[config.mk]
export PLATFORM = sky130hd
export DESIGN_NAME = branch_predictor_flat
export DESIGN_NICKNAME = d
export VERILOG_FILES = /design/src/rtl/branch_predictor_if.sv /design/src/rtl/branch_predictor.sv /design/src/flat_wrapper.sv
export SDC_FILE = /design/constraint.sdc
export NUM_CORES = 1
export LEC_CHECK = 0
export ABC_AREA = 1
export CORE_AREA = 2 2 141 143
export CTS_BUF_LIST = sky130_fd_sc_hd__clkbuf_8 sky130_fd_sc_hd__clkbuf_16
export CTS_CLUSTER_SIZE = 10
export DETAILED_ROUTE_END_ITERATION = 10
export DIE_AREA = 0 0 143 145
export PLACE_DENSITY = 0.83
export SYNTH_ARGS = -nofsm -noshare
export SYNTH_HDL_FRONTEND = slang
export SYNTH_SLANG_ARGS = --single-unit
[constraint.sdc]
create_clock -name clk_i -period 2 [get_ports clk_i]
set_input_delay 0.3 -clock clk_i [delete_from_list [all_inputs] [get_ports clk_i]]
set_output_delay 0.3 -clock clk_i [all_outputs]
set_load 0.03 [all_outputs]
[src/rtl/branch_predictor_if.sv]
// branch_predictor_if: fetch-side prediction bus and EX-side training/statistics bus of the predictor.
// master = pipeline (fetch/EX/hazard logic), slave = branch_predictor.
interface branch_predictor_if #(
  parameter int IDX_W = 6,
  parameter int CNT_W = 16
);
  logic             pred_valid_i;
  logic [31:0]      pred_pc_i;
  logic             pred_valid_o;
  logic             pred_taken_o;
  logic [IDX_W-1:0] pred_idx_o;
  logic             upd_valid_i;
  logic [IDX_W-1:0] upd_idx_i;
  logic             upd_taken_i;
  logic             upd_pred_i;
  logic             mispredict_o;
  logic [CNT_W-1:0] branch_cnt_o;
  logic [CNT_W-1:0] miss_cnt_o;

  modport master (
    output pred_valid_i, pred_pc_i, upd_valid_i, upd_idx_i, upd_taken_i, upd_pred_i,
    input  pred_valid_o, pred_taken_o, pred_idx_o, mispredict_o, branch_cnt_o, miss_cnt_o
  );

  modport slave (
    input  pred_valid_i, pred_pc_i, upd_valid_i, upd_idx_i, upd_taken_i, upd_pred_i,
    output pred_valid_o, pred_taken_o, pred_idx_o, mispredict_o, branch_cnt_o, miss_cnt_o
  );
endinterface

[src/rtl/branch_predictor.sv]
// branch_predictor: 2-bit saturating-counter direction predictor; 1-cycle prediction latency; no backpressure.
// Define BPRED_GSHARE_EN to XOR the fetch index with a global history of resolved outcomes.
module branch_predictor #(
  parameter int IDX_W = 6,
  parameter int CNT_W = 16
) (
  input logic               clk_i,
  input logic               rst_i,
  branch_predictor_if.slave bp
);
  localparam int NENT = 1 << IDX_W;
  localparam logic [CNT_W-1:0] CNT_ONE = {{(CNT_W-1){1'b0}}, 1'b1};

  logic [1:0]       tbl [NENT];
  logic [IDX_W-1:0] pc_idx;
  logic [IDX_W-1:0] rd_idx;
  logic [1:0]       upd_cur;
  logic [1:0]       upd_nxt;
  logic             miss;
  logic             unused_pc_bits;

  logic             pred_valid_q;
  logic             pred_taken_q;
  logic [IDX_W-1:0] pred_idx_q;
  logic             mispredict_q;
  logic [CNT_W-1:0] branch_cnt_q;
  logic [CNT_W-1:0] miss_cnt_q;

  assign pc_idx         = bp.pred_pc_i[IDX_W+1:2];
  assign unused_pc_bits = ^{bp.pred_pc_i[31:IDX_W+2], bp.pred_pc_i[1:0]};

`ifdef BPRED_GSHARE_EN
  // History shifts only at resolution, so a same-cycle predict sees the pre-shift value.
  logic [IDX_W-1:0] ghr;

  always_ff @(posedge clk_i) begin
    if (rst_i) begin
      ghr <= '0;
    end else if (bp.upd_valid_i) begin
      ghr <= {ghr[IDX_W-2:0], bp.upd_taken_i};
    end
  end

  assign rd_idx = pc_idx ^ ghr;
`else
  assign rd_idx = pc_idx;
`endif

  assign upd_cur = tbl[bp.upd_idx_i];
  assign miss    = bp.upd_valid_i & (bp.upd_taken_i ^ bp.upd_pred_i);

  always_comb begin
    upd_nxt = upd_cur;
    if (bp.upd_taken_i) begin
      if (upd_cur != 2'b11) upd_nxt = upd_cur + 2'b01;
    end else begin
      if (upd_cur != 2'b00) upd_nxt = upd_cur - 2'b01;
    end
  end

  // Reading tbl here while the update writes it gives read-before-write on index collisions.
  always_ff @(posedge clk_i) begin
    if (rst_i) begin
      for (int i = 0; i < NENT; i++) tbl[i] <= 2'b01;
    end else if (bp.upd_valid_i) begin
      tbl[bp.upd_idx_i] <= upd_nxt;
    end
  end

  always_ff @(posedge clk_i) begin
    if (rst_i) begin
      pred_valid_q <= 1'b0;
      pred_taken_q <= 1'b0;
      pred_idx_q   <= '0;
    end else begin
      pred_valid_q <= bp.pred_valid_i;
      if (bp.pred_valid_i) begin
        pred_taken_q <= tbl[rd_idx][1];
        pred_idx_q   <= rd_idx;
      end
    end
  end

  always_ff @(posedge clk_i) begin
    if (rst_i) begin
      mispredict_q <= 1'b0;
      branch_cnt_q <= '0;
      miss_cnt_q   <= '0;
    end else begin
      mispredict_q <= miss;
      if (bp.upd_valid_i) branch_cnt_q <= branch_cnt_q + CNT_ONE;
      if (miss)           miss_cnt_q   <= miss_cnt_q + CNT_ONE;
    end
  end

  assign bp.pred_valid_o = pred_valid_q;
  assign bp.pred_taken_o = pred_taken_q;
  assign bp.pred_idx_o   = pred_idx_q;
  assign bp.mispredict_o = mispredict_q;
  assign bp.branch_cnt_o = branch_cnt_q;
  assign bp.miss_cnt_o   = miss_cnt_q;
endmodule
[src/flat_wrapper.sv]
// flat-port wrapper written by rule: the top's interface ports become plain ports
module branch_predictor_flat 
#(
  parameter int IDX_W = 6,
  parameter int CNT_W = 16
)
  (clk_i, rst_i, bp_pred_valid_i, bp_pred_pc_i, bp_upd_valid_i, bp_upd_idx_i, bp_upd_taken_i, bp_upd_pred_i, bp_pred_valid_o, bp_pred_taken_o, bp_pred_idx_o, bp_mispredict_o, bp_branch_cnt_o, bp_miss_cnt_o);
  branch_predictor_if #(.IDX_W(IDX_W), .CNT_W(CNT_W)) bp_i ();
  input logic clk_i;
  input logic rst_i;
  input wire logic [$bits(bp_i.pred_valid_i)-1:0] bp_pred_valid_i;
  input wire logic [$bits(bp_i.pred_pc_i)-1:0] bp_pred_pc_i;
  input wire logic [$bits(bp_i.upd_valid_i)-1:0] bp_upd_valid_i;
  input wire logic [$bits(bp_i.upd_idx_i)-1:0] bp_upd_idx_i;
  input wire logic [$bits(bp_i.upd_taken_i)-1:0] bp_upd_taken_i;
  input wire logic [$bits(bp_i.upd_pred_i)-1:0] bp_upd_pred_i;
  output wire logic [$bits(bp_i.pred_valid_o)-1:0] bp_pred_valid_o;
  output wire logic [$bits(bp_i.pred_taken_o)-1:0] bp_pred_taken_o;
  output wire logic [$bits(bp_i.pred_idx_o)-1:0] bp_pred_idx_o;
  output wire logic [$bits(bp_i.mispredict_o)-1:0] bp_mispredict_o;
  output wire logic [$bits(bp_i.branch_cnt_o)-1:0] bp_branch_cnt_o;
  output wire logic [$bits(bp_i.miss_cnt_o)-1:0] bp_miss_cnt_o;
  assign bp_i.pred_valid_i = bp_pred_valid_i;
  assign bp_i.pred_pc_i = bp_pred_pc_i;
  assign bp_i.upd_valid_i = bp_upd_valid_i;
  assign bp_i.upd_idx_i = bp_upd_idx_i;
  assign bp_i.upd_taken_i = bp_upd_taken_i;
  assign bp_i.upd_pred_i = bp_upd_pred_i;
  assign bp_pred_valid_o = bp_i.pred_valid_o;
  assign bp_pred_taken_o = bp_i.pred_taken_o;
  assign bp_pred_idx_o = bp_i.pred_idx_o;
  assign bp_mispredict_o = bp_i.mispredict_o;
  assign bp_branch_cnt_o = bp_i.branch_cnt_o;
  assign bp_miss_cnt_o = bp_i.miss_cnt_o;
  branch_predictor #(.IDX_W(IDX_W), .CNT_W(CNT_W)) u_core (.clk_i(clk_i), .rst_i(rst_i), .bp(bp_i));
endmodule
Yosys cells after proc, flatten, opt, wreduce, memory -nomap -nowiden --
Memories as Yosys holds them, arrays and structs flattened. A register that Yosys moved wholly into a read port is not among the register bits. Cells that the tools add are included.
Word-level totals: bits in registers 40, memory bits (writable) 128, input bits 44, word-level logic and storage cells 26, memories kept 1, output and inout bits 41
Operators by class: equal/unequal tests 1, reductions and logical operators 2, bitwise gates (word level) 2, mux-type cells 11, add/sub/neg operators 4
Memories:
- u_core.tbl | depth 64, width 2, read ports 2, clocked after memory_dff 1, wr ports 64, RTL line branch_predictor.sv:14 | logic [1:0] tbl [NENT];
Operators with widths (count):
- adder 16 x 1 -> 16 bit (second input constant) | 2
- two-way mux 2 bit | 4
- two-way mux 1 bit | 6
- two-way mux 6 bit | 1
- adder 2 x 1 -> 2 bit (second input constant) | 1
- inequality test 2 bit (second input constant) | 1
- nonzero test 2 bit | 1
- OR reduction 2 bit | 1
- subtractor 2 x 1 -> 2 bit (second input constant) | 1
- bitwise AND 1 bit | 1
- bitwise XOR 1 bit | 1

Logic depth before layout (Yosys ltp) --
Gate-level depths: netlist (run 1).
depth in word-level cells 5, depth in mapped cells 18, depth with buffers taken out 15

Least setup slack after synthesis (run 1) --
Ideal clock, no wire load.
path kind input port to flip-flop, start point in bp_upd_idx_i[0], end point mem u_core.tbl[14][1], data pin, setup slack 5 ps, buffers on the path 3, stages on the path 14, setup time 252 ps, required time 1748 ps, arrival time 1743 ps, cells stage by stage buf_6 -> buf_6 -> or2_2 -> nand3_1 -> nand2_1 -> o21ai_1 -> nand2_1 -> nor2_1 -> nand2_1 -> nand2_1 -> nand2_2 -> nand2_4 -> buf_6 -> nor2_2
RTL lines:
- start, declared | RTL line flat_wrapper.sv:14 | input wire logic [$bits(bp_i.upd_idx_i)-1:0] bp_upd_idx_i;
- end, declared | RTL line branch_predictor.sv:14

==> flow_summary.yaml, run 1 <==
synthesis:
  yosys.area_share.simple: 0.342
  synth_top_area_frac: 0.407
  synth_compound_area_frac: 0.0565
  synth_seq_cells: 169
  yosysTopAreaCell: "edfxtp_1"
  synth_ff_type: "edfxtp_1"
  yosysMostFrequentCell: "nand2_1"
  ys_top_cells_by_count: "nand2_1 (433), nor2_1 (192), inv_1 (155)"
  synth-edff-count: 128
  synth_top_family_by_area: "simple AND/OR/NAND/NOR gates"
  synthesis.area_um2: 9440
  seq_area_frac_synth: 0.494
  synth_xor_area_frac: 0.00186
  ys_warn_count: 0
  async_flop_share: 0
  synth_cell_types: 36
  synthAdderAreaFrac: 0.00265
  syn_inst: 1284
  synthTopCellsByArea: "edfxtp_1 (41%), nand2_1 (17%), dfxtp_1 (8.7%), nor2_1 (7.6%), inv_1 (6.2%)"
  synth.area.mux_share: 0
  synth_fp_nets: 1330
  synth_area_per_cell_um2: 7.35
detailed_routing:
  wl_met2_um: 14500
  drtIter0Drc: 1401
  vias: 9600
  wl_per_cell_um: 17.8
  wl_met1_um: 10500
  antenna_left: 0
  viasPerCell: 5.63
  drtPass1Iterations: 7
  remaining_drc_errors: 0
  wirelength_um: 30300
  top_layer: "met4"
  met3_length_um: 3370
cts:
  postCtsHoldBufs: 0
  insertion_delay_ps: 440
  cts_made_buffers: 17
  htree_levels: 4
  cts.sinks: 169
  cts_root_buf: "clkbuf_16"
  cts_buffer_depth: 2
  cts_tree: "built"
  clk_pin_slew_ps: 70
die:
  die-height_um: 145
  core_region_area_um2: 19200
  fp.dieW_um: 143
  rows: 51
  boundaryPins: 85
  start_util: 0.491
  fp.dieArea_um2: 20700
layout:
  layout-drive-gt1-share: 0.158
  syn2layout_area_growth_pct: 29.0
  fin_util: 0.634
  fillCellCount: 1474
  final_net_count: 1471
  final_design_area_no_fill_um2: 12200
setup_path:
  worstPathCellList: "or2_0 > nand3_1 > nand2_2 > o21ai_2 > nand2_1 > nor2_2 > nand2_2 > nand2_4 > buf_8 > buf_12 > nand3_1"
  r2r_end: "u_core.tbl[23][0]"
  crit_family: "simple AND/OR/NAND/NOR gates"
  crit_arrival_ps: 2300
  worstPathMaxFanout: 16
  cp.required_ps: 2170
  start_kind: "flop"
  ff2ff_path_depth: 11
  critPathLaunch: "u_core.tbl[26][1]"
  rr_startpoint: "u_core.tbl[26][1]"
  cp_num_buf_inv: 2
  critPathMaxStageDelay_ps: 410
  critical_path_class: "flop to flop"
  slowest_stage: "edfxtp_1"
  endpoint_kind: "flop"
  reg2reg_slack_ps: -130
pwr:
  p_int_w: 0.00621
  swShare: 0.278
  seq_power_share: 0.453
  pwr-share-comb: 0.188
  ir_worst_vdd_uv: 495
  powerDensity_nw_per_um2: 706
  p_clk_frac: 0.359
  net-switching-power_w: 0.00239
  leakagePower_nw: 4.93
hold_path:
  min_from: "u_core.bp.miss_cnt_o[15]"
  hold_depth: 2
  hold_class: "flop to flop"
  min_to: "u_core.bp.miss_cnt_o[15]"
sta:
  tightest_slew_ps: 494
  setup_viol: 128
  slew_viol_final: 0
  fin_setup_tns_ps: -12200
  skew_ps: 12.8
  rsz0062_at_grt: "yes"
  fmax_mhz: 469
  relSlewSlack: 0.670
  fin_crit_sh: 1.07
  layout_min_cycle_time_ps: 2130
  fin_ws_ps: -131
  hold_viol_final: 0
grt:
  grt_pass1_wl_um: 47000
  track_usage: 0.291
  grt-ovfl-total: 0
  grt_pass1_vias: 9507
  grt_max_degree: 60
  antenna_found_initial: 1
place:
  dp_hpwl_um: 18600
  placed_area_um2: 11100
  io_buffers: 58
  place_congestion: 0.983
status:
  status: "complete, but fails checks"
  violations: "negative setup slack"
job:
  maxCapViolCount: 0
-- power groups by stage --
stage               registers (W)  logic [W]  clock network, W
CTS                       0.00389    0.00148           0.00308
finish                    0.00390    0.00161           0.00308
detailed placement        0.00397    0.00123                 0
floorplan                 0.00399   0.000702                 0
global placement          0.00396    0.00121                 0
global route              0.00390    0.00169           0.00323
-- timing repair --
item,CTS,global route
gates cloned,8,1
resized for setup,34,58
pin swaps,7,11
setup buffers,6,3
setup endpoints to repair,190,172
-- worst register-to-register path, delay by kind of cell (launching register included) --
family / cells / cell delay, ps
AO/OA/AOI/OAI: 1 / 130
flip-flops: 1 / 410
buffers and inverters: 2 / 340
AND/OR/NAND/NOR: 8 / 1000
-- logic make-up after synthesis --
family                   count (synthesis)
buffers and inverters                  224
AO/OA/AOI/OAI                          100
adder cells (fa/ha/maj)                  2
flip-flops                             169
XOR/XNOR                                 2
AND/OR/NAND/NOR                        787
-- placed cells by master (no fill, tap or decap), types with 4 or more instances in the layout --
master           netlist  routed
nand2_1              433     426
nor2_1               192     161
inv_1                155     156
edfxtp_1             128     128
nand3_1              115     113
buf_4                  9      96
clkdlybuf4s50_1        0      54
o21ai_0               49      48
dfxtp_1               41      39
a21oi_1               30      30
nor2_4                 0      22
nor2_2                12      21
buf_12                 0      20
clkbuf_16              0      19
nand4_1               10      10
nor3_1                10       8
buf_16                 0       8
inv_2                  2       6
nand2_2                1       6
o21ai_1                6       6
o22ai_1                5       5
o211ai_1               4       4
inv_4                  0       4
-- per-stage QoR --
step | instances | total power [W] | hold WS [ps] | worst slack, ps
finish | 1704 | 0.00860 | 473 | -131
global route | 1704 | 0.00882 | 511 | -185
CTS | 1699 | 0.00846 | 469 | -55.3
detailed placement | 1655 | 0.00520 | 458 | -736
global placement | 1655 | 0.00517 | 454 | -676
floorplan | 1284 | 0.00469 | 378 | 5.26
-- worst max-delay path by stage --
stage / to / slack, ps / depth (start not counted)
3_5_place_dp: u_core.tbl[5][0] / -740 / 13
6_report: u_core.tbl[23][0] / -130 / 11
4_1_cts: u_core.tbl[2][0] / -60 / 10
3_3_place_gp: u_core.tbl[8][0] / -680 / 13
2_1_floorplan: u_core.tbl[14][1] / 5 / 14
5_1_grt: u_core.tbl[2][0] / -180 / 10
-- sequential cells by signal, summed over array words and instances, names as in the netlist --
signal and flops:
u_core.bp.branch_cnt_o 16, u_core.bp.mispredict_o 1, u_core.bp.miss_cnt_o 16, u_core.bp.pred_idx_o 6, u_core.bp.pred_taken_o 1, u_core.bp.pred_valid_o 1
u_core.tbl 128
-- final cells by class --
class / count / area [um^2] / share of cell area
inverters: 160 / 601 / 0.0493
diodes: 1 / 2.50 / 0.000206
clock inverters: 11 / 53.8 / 0.00442
flip-flops and latches: 169 / 4670 / 0.383
well taps: 265 / 332 / 0.0272
multi-input cells: 891 / 4050 / 0.333
repair buffers: 186 / 1980 / 0.162
clock buffers: 21 / 492 / 0.0404
-- per-layer routing --
layer  vias up  track usage
met1      4394        0.343
met2       666        0.482
met4         0        0.179
met5         -            0
met3       177       0.0620
li1       4363            -
No activity file was read; power rests on OpenSTA's default activity.
==> run 2, diff against run 1 <==
--- a/config.mk
+++ b/config.mk
@@ -11,6 +11,7 @@
 export CTS_CLUSTER_SIZE = 10
 export DETAILED_ROUTE_END_ITERATION = 10
 export DIE_AREA = 0 0 143 145
+export HOLD_SLACK_MARGIN = 0.08
 export PLACE_DENSITY = 0.83
 export SYNTH_ARGS = -nofsm -noshare
 export SYNTH_HDL_FRONTEND = slang
==> results of run 2 <==
Same layout as run 1: the final DEF is identical, and so are final timing and power.
==> run 3, diff against run 2 <==
--- a/config.mk
+++ b/config.mk
@@ -6,13 +6,13 @@
 export NUM_CORES = 1
 export LEC_CHECK = 0
 export ABC_AREA = 1
-export CORE_AREA = 2 2 141 143
+export CORE_AREA = 2 2 137 139
 export CTS_BUF_LIST = sky130_fd_sc_hd__clkbuf_8 sky130_fd_sc_hd__clkbuf_16
 export CTS_CLUSTER_SIZE = 10
 export DETAILED_ROUTE_END_ITERATION = 10
-export DIE_AREA = 0 0 143 145
+export DIE_AREA = 0 0 139 141
 export HOLD_SLACK_MARGIN = 0.08
-export PLACE_DENSITY = 0.83
+export PLACE_DENSITY = 0.86
 export SYNTH_ARGS = -nofsm -noshare
 export SYNTH_HDL_FRONTEND = slang
 export SYNTH_SLANG_ARGS = --single-unit
==> flow_summary.yaml, run 3 (same netlist as run 1, synthesis figures left out) <==
layout:
  seq_area_um2: 4670
  fillCellCount: 1338
  layout-drive-gt1-share: 0.151
  n_antenna_cell: 0
  largest_reg_flops: 128
  syn2layout_area_growth_pct: 27.7
  final_net_count: 1471
  top_register: "u_core.tbl"
  multi_input_area_um2: 3980
  final_cell_mix: "nand2_1 (429), nor2_1 (171), inv_1 (152), edfxtp_1 (128), nand3_1 (113)"
  mostFrequentLayoutCell: "nand2_1"
place:
  dp_hpwl_um: 19300
  place_congestion: 0.979
  pre_cts_ws_ps: -717
  io_buffers: 58
cts:
  cts_buffer_depth: 2
  htree_levels: 4
  cts.sinks: 169
  postCtsHoldBufs: 0
  insertion_delay_ps: 450
  clk_pin_slew_ps: 70
  cts_root_buf: "clkbuf_16"
  cts_tree: "built"
  cts_made_buffers: 17
hold_path:
  hold_class: "input port to flop"
die:
  boundaryPins: 85
  fp.dieArea_um2: 19600
  fp.dieW_um: 139
  start_util: 0.517
  die-height_um: 141
  rows: 50
  core_region_area_um2: 18300
grt:
  antenna_found_initial: 0
  grt_max_degree: 52
  grt-ovfl-total: 0
  grt_pass1_vias: 9454
  grt_pass1_wl_um: 46800
  track_usage: 0.303
setup_path:
  cp.required_ps: 2200
  critical_path_class: "flop to flop"
  worstPathMaxFanout: 6
  crit_arrival_ps: 2320
  endpoint_kind: "flop"
  start_kind: "flop"
detailed_routing:
  wl_per_cell_um: 17.7
  wirelength_um: 29700
  drtPass1Iterations: 8
  viasPerCell: 5.75
  antenna_left: 0
  drtIter0Drc: 1412
  vias: 9620
  remaining_drc_errors: 0
pwr:
  powerDensity_nw_per_um2: 734
  leakagePower_nw: 4.89
  ir_worst_vdd_uv: 613
  power_w: 0.00884
sta:
  layout_min_cycle_time_ps: 2120
  relSlewSlack: 0.699
  setup_viol: 128
  tightest_slew_ps: 451
  fin_crit_sh: 1.06
  slew_viol_final: 0
  fin_ws_ps: -119
  hold_viol_final: 0
  rsz0062_at_grt: "yes"
  fmax_mhz: 472
  fin_setup_tns_ps: -11020
  skew_ps: 8.21
job:
  maxCapViolCount: 0
status:
  violations: "negative setup slack"
  status: "complete, but fails checks"
## run 3: cell count changes in the layout (fill, tap and decap cells not counted), sizes merged, moves of 2 or more
cell and change:
dlygate4sd2 +2, clkbuf -3, clkinv +5, inv -5
## run 3: layout make-up
type	count	share of cell area
flip-flops and latches	169	0.387
multi-input cells	891	0.330
repair buffers	186	0.157
inverters	160	0.0501
clock buffers	19	0.0395
well taps	234	0.0243
clock inverters	13	0.0112
## run 3: report_power, final
group | internal (W) | switching, W
combinational | 0.000597 | 0.000927
clock | 0.00189 | 0.00152
sequential | 0.00384 | 0.0000545
## run 3: metrics by stage
step	area, um^2	cells	utilization	hold slack (ps)
floorplan	9440	1284	-	378
global placement	11000	1628	0.602	450
detailed placement	11000	1628	0.602	466
CTS	12000	1674	0.655	460
finish	12000	1672	0.659	480
global route	12000	1672	0.659	479
## run 3: final timing paths
path / startpoint / end / slack (ps) / cells after the start
setup / recovery: u_core.tbl[26][1] / u_core.tbl[7][1] / -120 / 13
hold / removal: bp_pred_valid_i / u_core.bp.pred_valid_o / 480 / 3
setup reg to reg: u_core.tbl[26][1] / u_core.tbl[7][1] / -120 / 13
hold reg to reg: u_core.bp.miss_cnt_o[15] / u_core.bp.miss_cnt_o[15] / 480 / 2
## run 3: critical path, stage by stage, from the launching register on
cell and delay, ps:
edfxtp_1 410, or2_1 260, nand3_2 80, nand2_2 50
o21ai_2 160, nand2_1 90, nor2_2 150, nand2_1 90
nand2_2 90, nand2_2 60, nand2_4 80, buf_12 160
buf_12 150, nor2_1 50
## run 3: repair_timing
| item | in CTS | in global routing |
|---|---|---|
| endpoints found under the hold margin | 0 | 0 |
| pin swaps | 7 | 15 |
| resized for setup | 34 | 44 |
| endpoints found under the setup margin | 180 | 167 |
| buffers inserted | 9 | 1 |
| cloned | 5 | 1 |
## run 3: layer usage
metal  vias up  global-route usage  routed length (um)
met5         -                   0                   0
met4         0               0.205                1810
met3       171              0.0659                3200
met2       684               0.499               14300
met1      4409               0.356               10400
li1       4356                   -                   -
